### config.mk
export PLATFORM = sky130hd
export DESIGN_NAME = vga_digit_ctrl
export DESIGN_NICKNAME = d
export VERILOG_FILES = /design/src/rtl/vga_ctrl_pkg.sv /design/src/rtl/vga_vs_sync.sv /design/src/rtl/vga_digit_ctrl.sv
export SDC_FILE = /design/constraint.sdc
export NUM_CORES = 1
export LEC_CHECK = 0
export CAP_MARGIN = 20
export CORE_MARGIN = 2
export CORE_UTILIZATION = 30
export CTS_CLUSTER_SIZE = 14
export DETAILED_ROUTE_END_ITERATION = 10
export SETUP_SLACK_MARGIN = 0.02
export SLEW_MARGIN = 20
export SYNTH_ARGS = -nofsm -noshare
export SYNTH_HDL_FRONTEND = slang
export SYNTH_SLANG_ARGS = --single-unit
### constraint.sdc
create_clock -name clk -period 1.9 [get_ports clk]
set_clock_uncertainty 0.2 [all_clocks]
set_input_delay 0.19 -clock clk [delete_from_list [all_inputs] [get_ports clk]]
set_output_delay 0.19 -clock clk [all_outputs]
set_load 0.02 [all_outputs]
### src/rtl/vga_ctrl_pkg.sv
// Shared types and constants for the VGA digit controller: digit geometry,
// commit FSM encoding, default blank code and the blink masking helper.
package vga_ctrl_pkg;

   localparam int NUM_DIGITS = 8;
   localparam int DIGIT_W    = 4;

   localparam logic [DIGIT_W-1:0] BLANK_CODE_DEF = 4'hF;

   typedef enum logic {
      IDLE   = 1'b0,
      COMMIT = 1'b1
   } state_e;

   typedef logic [NUM_DIGITS-1:0][DIGIT_W-1:0] digits_t;

   // Replace every masked digit with the blank code while the blink phase is high.
   function automatic digits_t mask_digits(input digits_t live,
                                           input logic phase,
                                           input logic [NUM_DIGITS-1:0] mask,
                                           input logic [DIGIT_W-1:0] code);
      digits_t r;
      r = live;
      for (int k = 0; k < NUM_DIGITS; k++) begin
         if (phase && mask[k]) begin
            r[k] = code;
         end else begin
            r[k] = live[k];
         end
      end
      return r;
   endfunction

endpackage

### src/rtl/vga_vs_sync.sv
// Two-flop synchronizer for the asynchronous active-low vsync plus a
// falling-edge detector producing a one-cycle frame_start pulse.
module vga_vs_sync (
   input  logic clk,
   input  logic rst,
   input  logic vs_in,
   output logic frame_start
);

   logic sync1_q, sync1_d;
   logic sync2_q, sync2_d;
   logic prev_q,  prev_d;

   // Next values of the synchronizer chain and edge-history flop.
   always_comb begin
      sync1_d = vs_in;
      sync2_d = sync1_q;
      prev_d  = sync2_q;
   end

   // Synchronizer and edge-history registers; idle level of vsync is high.
   always_ff @(posedge clk or negedge rst) begin
      if (!rst) begin
         sync1_q <= 1'b1;
         sync2_q <= 1'b1;
         prev_q  <= 1'b1;
      end else begin
         sync1_q <= sync1_d;
         sync2_q <= sync2_d;
         prev_q  <= prev_d;
      end
   end

   assign frame_start = prev_q & ~sync2_q;

endmodule

### src/rtl/vga_digit_ctrl.sv
// Double-buffered 8-digit display controller: two arbitrated MMIO writers
// fill a shadow bank that is committed to the live digits once per frame.
// Optional blink feature enabled by defining VGA_DIGIT_BLINK_EN.
module vga_digit_ctrl
   import vga_ctrl_pkg::*;
#(
   parameter int                 BLINK_FRAMES = 30,
   parameter logic [DIGIT_W-1:0] BLANK_CODE   = BLANK_CODE_DEF
) (
   input  logic       clk,
   input  logic       rst,
   input  logic       req0_valid,
   output logic       req0_ready,
   input  logic [2:0] req0_addr,
   input  logic [3:0] req0_data,
   input  logic       req1_valid,
   output logic       req1_ready,
   input  logic [2:0] req1_addr,
   input  logic [3:0] req1_data,
   input  logic       vs_in,
   input  logic [7:0] blink_mask,
   output logic [3:0] s1,
   output logic [3:0] s2,
   output logic [3:0] s3,
   output logic [3:0] s4,
   output logic [3:0] s5,
   output logic [3:0] s6,
   output logic [3:0] s7,
   output logic [3:0] s8,
   output logic [7:0] frame_cnt,
   output logic       pending
);

   state_e     state_q, state_d;
   logic       prio_q, prio_d;
   digits_t    shadow_q, shadow_d;
   digits_t    live_q, live_d;
   digits_t    disp_q, disp_d;
   logic       dirty_q, dirty_d;
   logic [7:0] frame_cnt_q, frame_cnt_d;

   logic       frame_start_s;
   logic       wr_en_s;
   logic [2:0] wr_addr_s;
   logic [3:0] wr_data_s;

   vga_vs_sync u_vs_sync (
      .clk         (clk),
      .rst         (rst),
      .vs_in       (vs_in),
      .frame_start (frame_start_s)
   );

   // Round-robin grant: prio_q names the requester preferred on contention.
   always_comb begin
      req0_ready = 1'b0;
      req1_ready = 1'b0;
      if (state_q == IDLE) begin
         if (req0_valid && req1_valid) begin
            if (prio_q) begin
               req1_ready = 1'b1;
            end else begin
               req0_ready = 1'b1;
            end
         end else if (req0_valid) begin
            req0_ready = 1'b1;
         end else if (req1_valid) begin
            req1_ready = 1'b1;
         end else begin
            req0_ready = 1'b0;
         end
      end else begin
         req0_ready = 1'b0;
      end
   end

   // Mux the granted requester onto the single shadow write port.
   always_comb begin
      wr_en_s = (req0_valid && req0_ready) || (req1_valid && req1_ready);
      if (req1_ready) begin
         wr_addr_s = req1_addr;
         wr_data_s = req1_data;
      end else begin
         wr_addr_s = req0_addr;
         wr_data_s = req0_data;
      end
   end

   // Commit FSM next-state, shadow writes and live-bank update.
   always_comb begin
      state_d     = state_q;
      prio_d      = prio_q;
      shadow_d    = shadow_q;
      live_d      = live_q;
      dirty_d     = dirty_q;
      frame_cnt_d = frame_cnt_q;
      case (state_q)
         IDLE: begin
            if (frame_start_s) begin
               state_d = COMMIT;
            end else begin
               state_d = IDLE;
            end
            // A write in the frame_start cycle lands before the commit reads shadow.
            if (wr_en_s) begin
               shadow_d[wr_addr_s] = wr_data_s;
               dirty_d             = 1'b1;
               prio_d              = req0_ready;
            end else begin
               dirty_d = dirty_q;
            end
         end
         COMMIT: begin
            state_d     = IDLE;
            frame_cnt_d = frame_cnt_q + 8'd1;
            if (dirty_q) begin
               live_d  = shadow_q;
               dirty_d = 1'b0;
            end else begin
               live_d = live_q;
            end
         end
         default: begin
            state_d = IDLE;
         end
      endcase
   end

`ifdef VGA_DIGIT_BLINK_EN
   localparam int BLINK_CNT_W = (BLINK_FRAMES > 1) ? $clog2(BLINK_FRAMES + 1) : 1;

   logic [BLINK_CNT_W-1:0] blink_cnt_q, blink_cnt_d;
   logic                   phase_q, phase_d;

   // Blink phase toggles after every BLINK_FRAMES commits.
   always_comb begin
      blink_cnt_d = blink_cnt_q;
      phase_d     = phase_q;
      if (state_q == COMMIT) begin
         if (blink_cnt_q == BLINK_CNT_W'(BLINK_FRAMES - 1)) begin
            blink_cnt_d = {BLINK_CNT_W{1'b0}};
            phase_d     = ~phase_q;
         end else begin
            blink_cnt_d = blink_cnt_q + BLINK_CNT_W'(1);
         end
      end else begin
         blink_cnt_d = blink_cnt_q;
      end
      disp_d = mask_digits(live_d, phase_d, blink_mask, BLANK_CODE);
   end

   // Blink counter and phase registers.
   always_ff @(posedge clk or negedge rst) begin
      if (!rst) begin
         blink_cnt_q <= {BLINK_CNT_W{1'b0}};
         phase_q     <= 1'b0;
      end else begin
         blink_cnt_q <= blink_cnt_d;
         phase_q     <= phase_d;
      end
   end
`else
   logic blink_unused_s;

   assign blink_unused_s = (^blink_mask) ^ (^BLANK_CODE) ^ (BLINK_FRAMES > 0);

   // Without blinking the display shows the live bank unmodified.
   always_comb begin
      disp_d = live_d;
   end
`endif

   // Controller state registers; reset discards any uncommitted shadow data.
   always_ff @(posedge clk or negedge rst) begin
      if (!rst) begin
         state_q     <= IDLE;
         prio_q      <= 1'b0;
         shadow_q    <= '0;
         live_q      <= '0;
         disp_q      <= '0;
         dirty_q     <= 1'b0;
         frame_cnt_q <= 8'd0;
      end else begin
         state_q     <= state_d;
         prio_q      <= prio_d;
         shadow_q    <= shadow_d;
         live_q      <= live_d;
         disp_q      <= disp_d;
         dirty_q     <= dirty_d;
         frame_cnt_q <= frame_cnt_d;
      end
   end

   assign s1        = disp_q[0];
   assign s2        = disp_q[1];
   assign s3        = disp_q[2];
   assign s4        = disp_q[3];
   assign s5        = disp_q[4];
   assign s6        = disp_q[5];
   assign s7        = disp_q[6];
   assign s8        = disp_q[7];
   assign frame_cnt = frame_cnt_q;
   assign pending   = dirty_q;

endmodule

==> flow_summary.ini, run 1 <==
[power_and_ir_drop]
switching_share = 0.300
power_leakage_nw = 1.89
pwr-share-clk = 0.220
internal_power_mw = 4.60
vdd_drop_max_uv = 769
power.switching_mw = 1.98
power.density_mw_per_mm2 = 1480
combPwrFrac = 0.362
p_seq_frac = 0.419

[synthesis]
ys_seq_elements = 78
yosys_most_used_dff = dfrtp_1
ys_types = 28
yosys-top-cells-area = dfrtp_1 60%, mux2_2 25%, dfstp_2 2.5%, xnor2_1 1.4%, nor2b_1 1.2%
syn_nets = 235
ys_async_sr_fraction = 1.00
synth_edf_count = 0
avgSynthCellArea_sq_um = 15.1
synth_area_sq_mm = 0.00313
synth_largest_area_cell = dfrtp_1
yosysSeqAreaShare = 0.626
synthCells = 207
synth_top_area_frac = 0.600
yosysWarnings = 0

[final_layout]
post-route-util = 0.434
drive_gt1_frac = 0.416
syn_to_final_growth_pct = 42.2
final_nets = 321
diodes = 0

[clocking]
cts_max_level = 3
cts_setup_buffers = 0
numCtsBuffers = 9
cts_buffer_depth = 2
cts.sinks = 78
root_buffer = clkbuf_8
clkSlewWorstSetupHoldPaths_ns = 0.07
clock_latency_ns = 0.35
cts_tree = done

[drt]
wl_microns = 6650
dr.pass1.iters = 4
drc = 0
wl_per_cell_microns = 15.3
ant_nets = 0
vias_per_cell = 4.50
via_count = 1954
initialDrtViolationCount = 73

[placement]
port_buffers = 61
gp_congestion = 0.790
hpwl_microns = 4580

[global_routing]
grt_pass1_vias = 2086
grtUsageTotal = 0.128
grt_max_degree = 41
grt_pass1_wl_microns = 10900
antenna_found_initial = 0
grt-ovfl-total = 0

[hold_path]
hp-class = input port to flip-flop
hold_depth = 1

[sta]
setup_viol = 13
fin_ws_ns = -0.0820
drv_slew = 0
min_period_ns = 1.98
slew_headroom = 0.648
worst_pin_slew_ns = 0.527
finalCritPeriodShare = 1.04
hold_viol = 0
rsz0062_at_grt = yes
tns_ns = -0.633
max_freq_mhz = 505
whs_ns = 0.0456

[die]
io_pins = 70
dieArea_sq_mm = 0.0113
row_count = 37
core_area_sq_mm = 0.0102
start_util = 0.305
die_h_microns = 106
die_w_microns = 106

[setup_path]
cp_slowest_cell = or4_4
cpPeakStageDelay_ns = 0.53
worstPathRequired_ns = 1.93
cp-end-kind = flip-flop
cp_cell_sequence = clkdlybuf4s50_1 > nor2b_2 > or4_4 > a21oi_4 > mux2_2
rrSetupSlack_ns = -0.04
cp.arrival_ns = 2.02
crit_fanout = 5
startpoint_type = input port
critPathKind = input port to flip-flop
reg2reg_depth = 4

[run_status]
outcome = finished, violations left
violations = setup timing

[run]
cap_violations = 0
[cells in the final DEF (no fill, tap or decap), types with 3 or more instances in the layout]
cell,count
dfrtp_1,75
clkdlybuf4s50_1,57
mux2_2,49
mux2_4,20
buf_4,13
clkbuf_8,9
nand2_1,6
xnor2_1,5
nor2b_1,3
nor2b_2,3
nor2_1,3
o21ai_1,3
a21oi_1,3
bufinv_16,3
clkbuf_1,3
buf_6,3
dfstp_2,3
[final timing paths]
| path | startpoint | end |
|---|---|---|
| min reg2reg | u_vs_sync.sync1_q | u_vs_sync.prev_d |
| max reg2reg | prio_q | shadow_q[4] |
| max in group asynchronous | rst | s6[2] |
| min in group asynchronous | rst | s5[0] |
| min | vs_in | u_vs_sync.sync1_q |
| max | req0_valid | shadow_q[4] |
[routing by layer]
layer | wire length, microns | up-vias | global-route usage
li1 | - | 909 | -
met1 | 2960 | 993 | 0.160
met2 | 3310 | 45 | 0.209
met3 | 311 | 7 | 0.0441
met4 | 74 | 0 | 0.0367
met5 | 0 | - | 0
[flip-flops by register name, indices dropped and copies added (netlist names), 4 cells and up]
register	count
s5	4
s1	4
s8	4
s4	4
s2	4
frame_cnt	8
shadow_q	32
s6	4
s7	4
s3	4
[cell type report]
type                       count  area [sq um]
fill                         945          5790
sequential                    78          1960
multi-input combinational    124          1300
timing repair buffer          79           783
tap                          136           170
clock buffer                  12           135
clock inverter                 4          95.1
inverter                       1          3.75
[through the flow]
stage          setup WS [ns]  instance area [sq um]  std cells  total power, mW
6_report             -0.0820                   4440        434             6.58
5_1_grt               -0.153                   4440        434             6.98
4_1_cts              -0.0288                   4390        434             6.63
3_5_place_dp          -0.484                   4040        417             5.07
3_3_place_gp          -0.400                   4040        417             5.03
2_1_floorplan         0.0248                   3130        207             3.91
[power by group through the flow]
stage	registers [mW]	clock network, mW	logic (mW)
2_1_floorplan	3.18	0	0.733
3_3_place_gp	2.78	0	2.25
3_5_place_dp	2.79	0	2.28
4_1_cts	2.77	1.49	2.38
5_1_grt	2.86	1.59	2.53
6_report	2.75	1.44	2.38
[synth_stat cells, types with 2 or more instances]
cell      number
a21oi_2        2
nand4_1        2
o21ai_0        4
nor3_1         2
nand4b_1       2
xor2_1         2
nor2b_1        6
dfrtp_1       75
nand2_1        7
mux2_2        69
nor2_1         4
dfstp_2        3
a21oi_1        5
a32oi_1        2
buf_2          4
xnor2_1        5
o21bai_2       2
[worst max-delay path, delay by kind of cell]
kind | cells | cell delay [ns]
multiplexers | 1 | 0.35
AND/OR/NAND/NOR | 2 | 0.76
AO/OA/AOI/OAI | 1 | 0.22
buffers and inverters | 1 | 0.49
[kinds of logic after synthesis]
family	share of synthesized area
muxes	0.249
xor gates and xnor gates	0.0196
DFF	0.626
buffers and inverters	0.00761
AOI/OAI and AO/OA	0.0352
adders and majority gates	0.00400
and+or+nand+nor	0.0593
[repair_timing]
action / CTS / global route
pin swaps: 5 / 6
endpoints found under the hold margin: 39 / 0
endpoints found under the setup margin: 34 / 34
hold buffers: 1 / 0
gates resized for setup: 35 / 16
No activity file was read; power rests on OpenSTA's default activity.
==> run 2: changes to the inputs <==
--- a/config.mk
+++ b/config.mk
@@ -10,7 +10,7 @@
 export CORE_UTILIZATION = 30
 export CTS_CLUSTER_SIZE = 14
 export DETAILED_ROUTE_END_ITERATION = 10
-export SETUP_SLACK_MARGIN = 0.02
+export MAX_ROUTING_LAYER = met4
 export SLEW_MARGIN = 20
 export SYNTH_ARGS = -nofsm -noshare
 export SYNTH_HDL_FRONTEND = slang
==> flow_summary.ini, run 2 (synthesis results as in run 1) <==
[final_layout]
diodes = 0
final_nets = 321
final_common_cell = dfrtp_1
syn_to_final_growth_pct = 42.6
top_register = shadow_q
largest_reg_flops = 32
design_area_sq_mm = 0.00446
drive_gt1_frac = 0.419
post-route-util = 0.436
final_cell_mix = 74 x dfrtp_1, 57 x clkdlybuf4s50_1, 47 x mux2_2

[drt]
drc = 0
wl_microns = 6640
ant_nets = 0
vias_per_cell = 4.49
dr.pass1.iters = 4
wl_per_cell_microns = 15.3
initialDrtViolationCount = 82
via_count = 1950

[global_routing]
grt_max_degree = 41
grt_pass1_vias = 2080
grt_pass1_wl_microns = 10900
antenna_found_initial = 0
grt-ovfl-total = 0
grtUsageTotal = 0.131

[die]
die_w_microns = 106
core_area_sq_mm = 0.0102
die_h_microns = 106
start_util = 0.305
io_pins = 70
row_count = 37
dieArea_sq_mm = 0.0113

[power_and_ir_drop]
power.density_mw_per_mm2 = 1480
power_leakage_nw = 1.90
vdd_drop_max_uv = 769

[clocking]
numCtsBuffers = 9
root_buffer = clkbuf_8
cts_max_level = 3
clkSlewWorstSetupHoldPaths_ns = 0.08
cts_buffer_depth = 2
cts_setup_buffers = 0
cts.sinks = 78
cts_tree = done
clock_latency_ns = 0.34

[sta]
rsz0062_at_grt = yes
drv_slew = 0
min_period_ns = 1.94
slew_headroom = 0.644
max_freq_mhz = 515
fin_ws_ns = -0.0401
worst_pin_slew_ns = 0.534
finalCritPeriodShare = 1.02
hold_viol = 0
setup_viol = 9

[setup_path]
worstPathRequired_ns = 1.93
cp.arrival_ns = 1.97
crit_fanout = 5
cp-end-kind = flip-flop
startpoint_type = input port
critPathKind = input port to flip-flop

[placement]
hpwl_microns = 4580
port_buffers = 61
dpl_cell_area_sq_mm = 0.00404
gp_congestion = 0.801

[run_status]
violations = setup timing
outcome = finished, violations left

[hold_path]
hp-class = input port to flip-flop

[run]
cap_violations = 0
run 2: what timing repair did:
item                                    in CTS  in global routing
resized for setup                           30                 25
pin swaps                                    3                  6
hold endpoints to repair                    39                  0
endpoints found under the setup margin      34                 34
hold buffers                                 1                  0
run 2: final cells by class:
| cell class | instances | area, sq um |
|---|---|---|
| clock buffers | 12 | 135 |
| clock inverters | 4 | 95.1 |
| inverters | 1 | 3.75 |
| flip-flops and latches | 78 | 1960 |
| repair buffers | 79 | 783 |
| well taps | 136 | 170 |
| multi-input cells | 124 | 1310 |
| fillers | 937 | 5770 |
run 2: where the power goes:
part | internal [mW] | switching [mW] | leakage, nW
sequential | 2.35 | 0.406 | 0.936
clock | 0.873 | 0.572 | 0.115
combinational | 1.39 | 1.01 | 0.850
run 2: critical path: stages:
cell and delay [ns]:
clkdlybuf4s50_1 0.50, nor2b_4 0.19, or4_4 0.52, a21oi_4 0.22, mux2_2 0.35
run 2: per-layer routing:
layer,track usage,part of all wire
met5,-,0
met1,0.160,0.46
met2,0.208,0.49
met4,0.0367,0.0095
met3,0.0448,0.043
run 2: final timing paths:
kind                                    from           endpoint  slack, ns  cells past startpoint
setup / recovery                  req0_valid        shadow_q[7]      -0.04                      5
hold / removal                         vs_in  u_vs_sync.sync1_q       0.05                      1
setup reg to reg                     state_q        shadow_q[7]      -0.04                      4
hold reg to reg            u_vs_sync.sync1_q   u_vs_sync.prev_d       0.16                      0
max in group asynchronous                rst              s5[3]       0.75                      3
min in group asynchronous                rst              s5[0]       0.16                      2
run 2: metrics by stage:
stage | cells | total power, mW | hold slack, ns | TNS (ns) | setup WS [ns]
2_1_floorplan | 207 | 3.91 | -0.306 | 0 | 0.0248
3_3_place_gp | 417 | 5.03 | 0.00457 | -12.09 | -0.400
3_5_place_dp | 417 | 5.07 | 0.00646 | -14.03 | -0.484
4_1_cts | 434 | 6.60 | 0.0323 | -0.377 | -0.0288
5_1_grt | 434 | 7.00 | 0.0178 | -2.08 | -0.121
6_report | 434 | 6.60 | 0.0454 | -0.261 | -0.0401
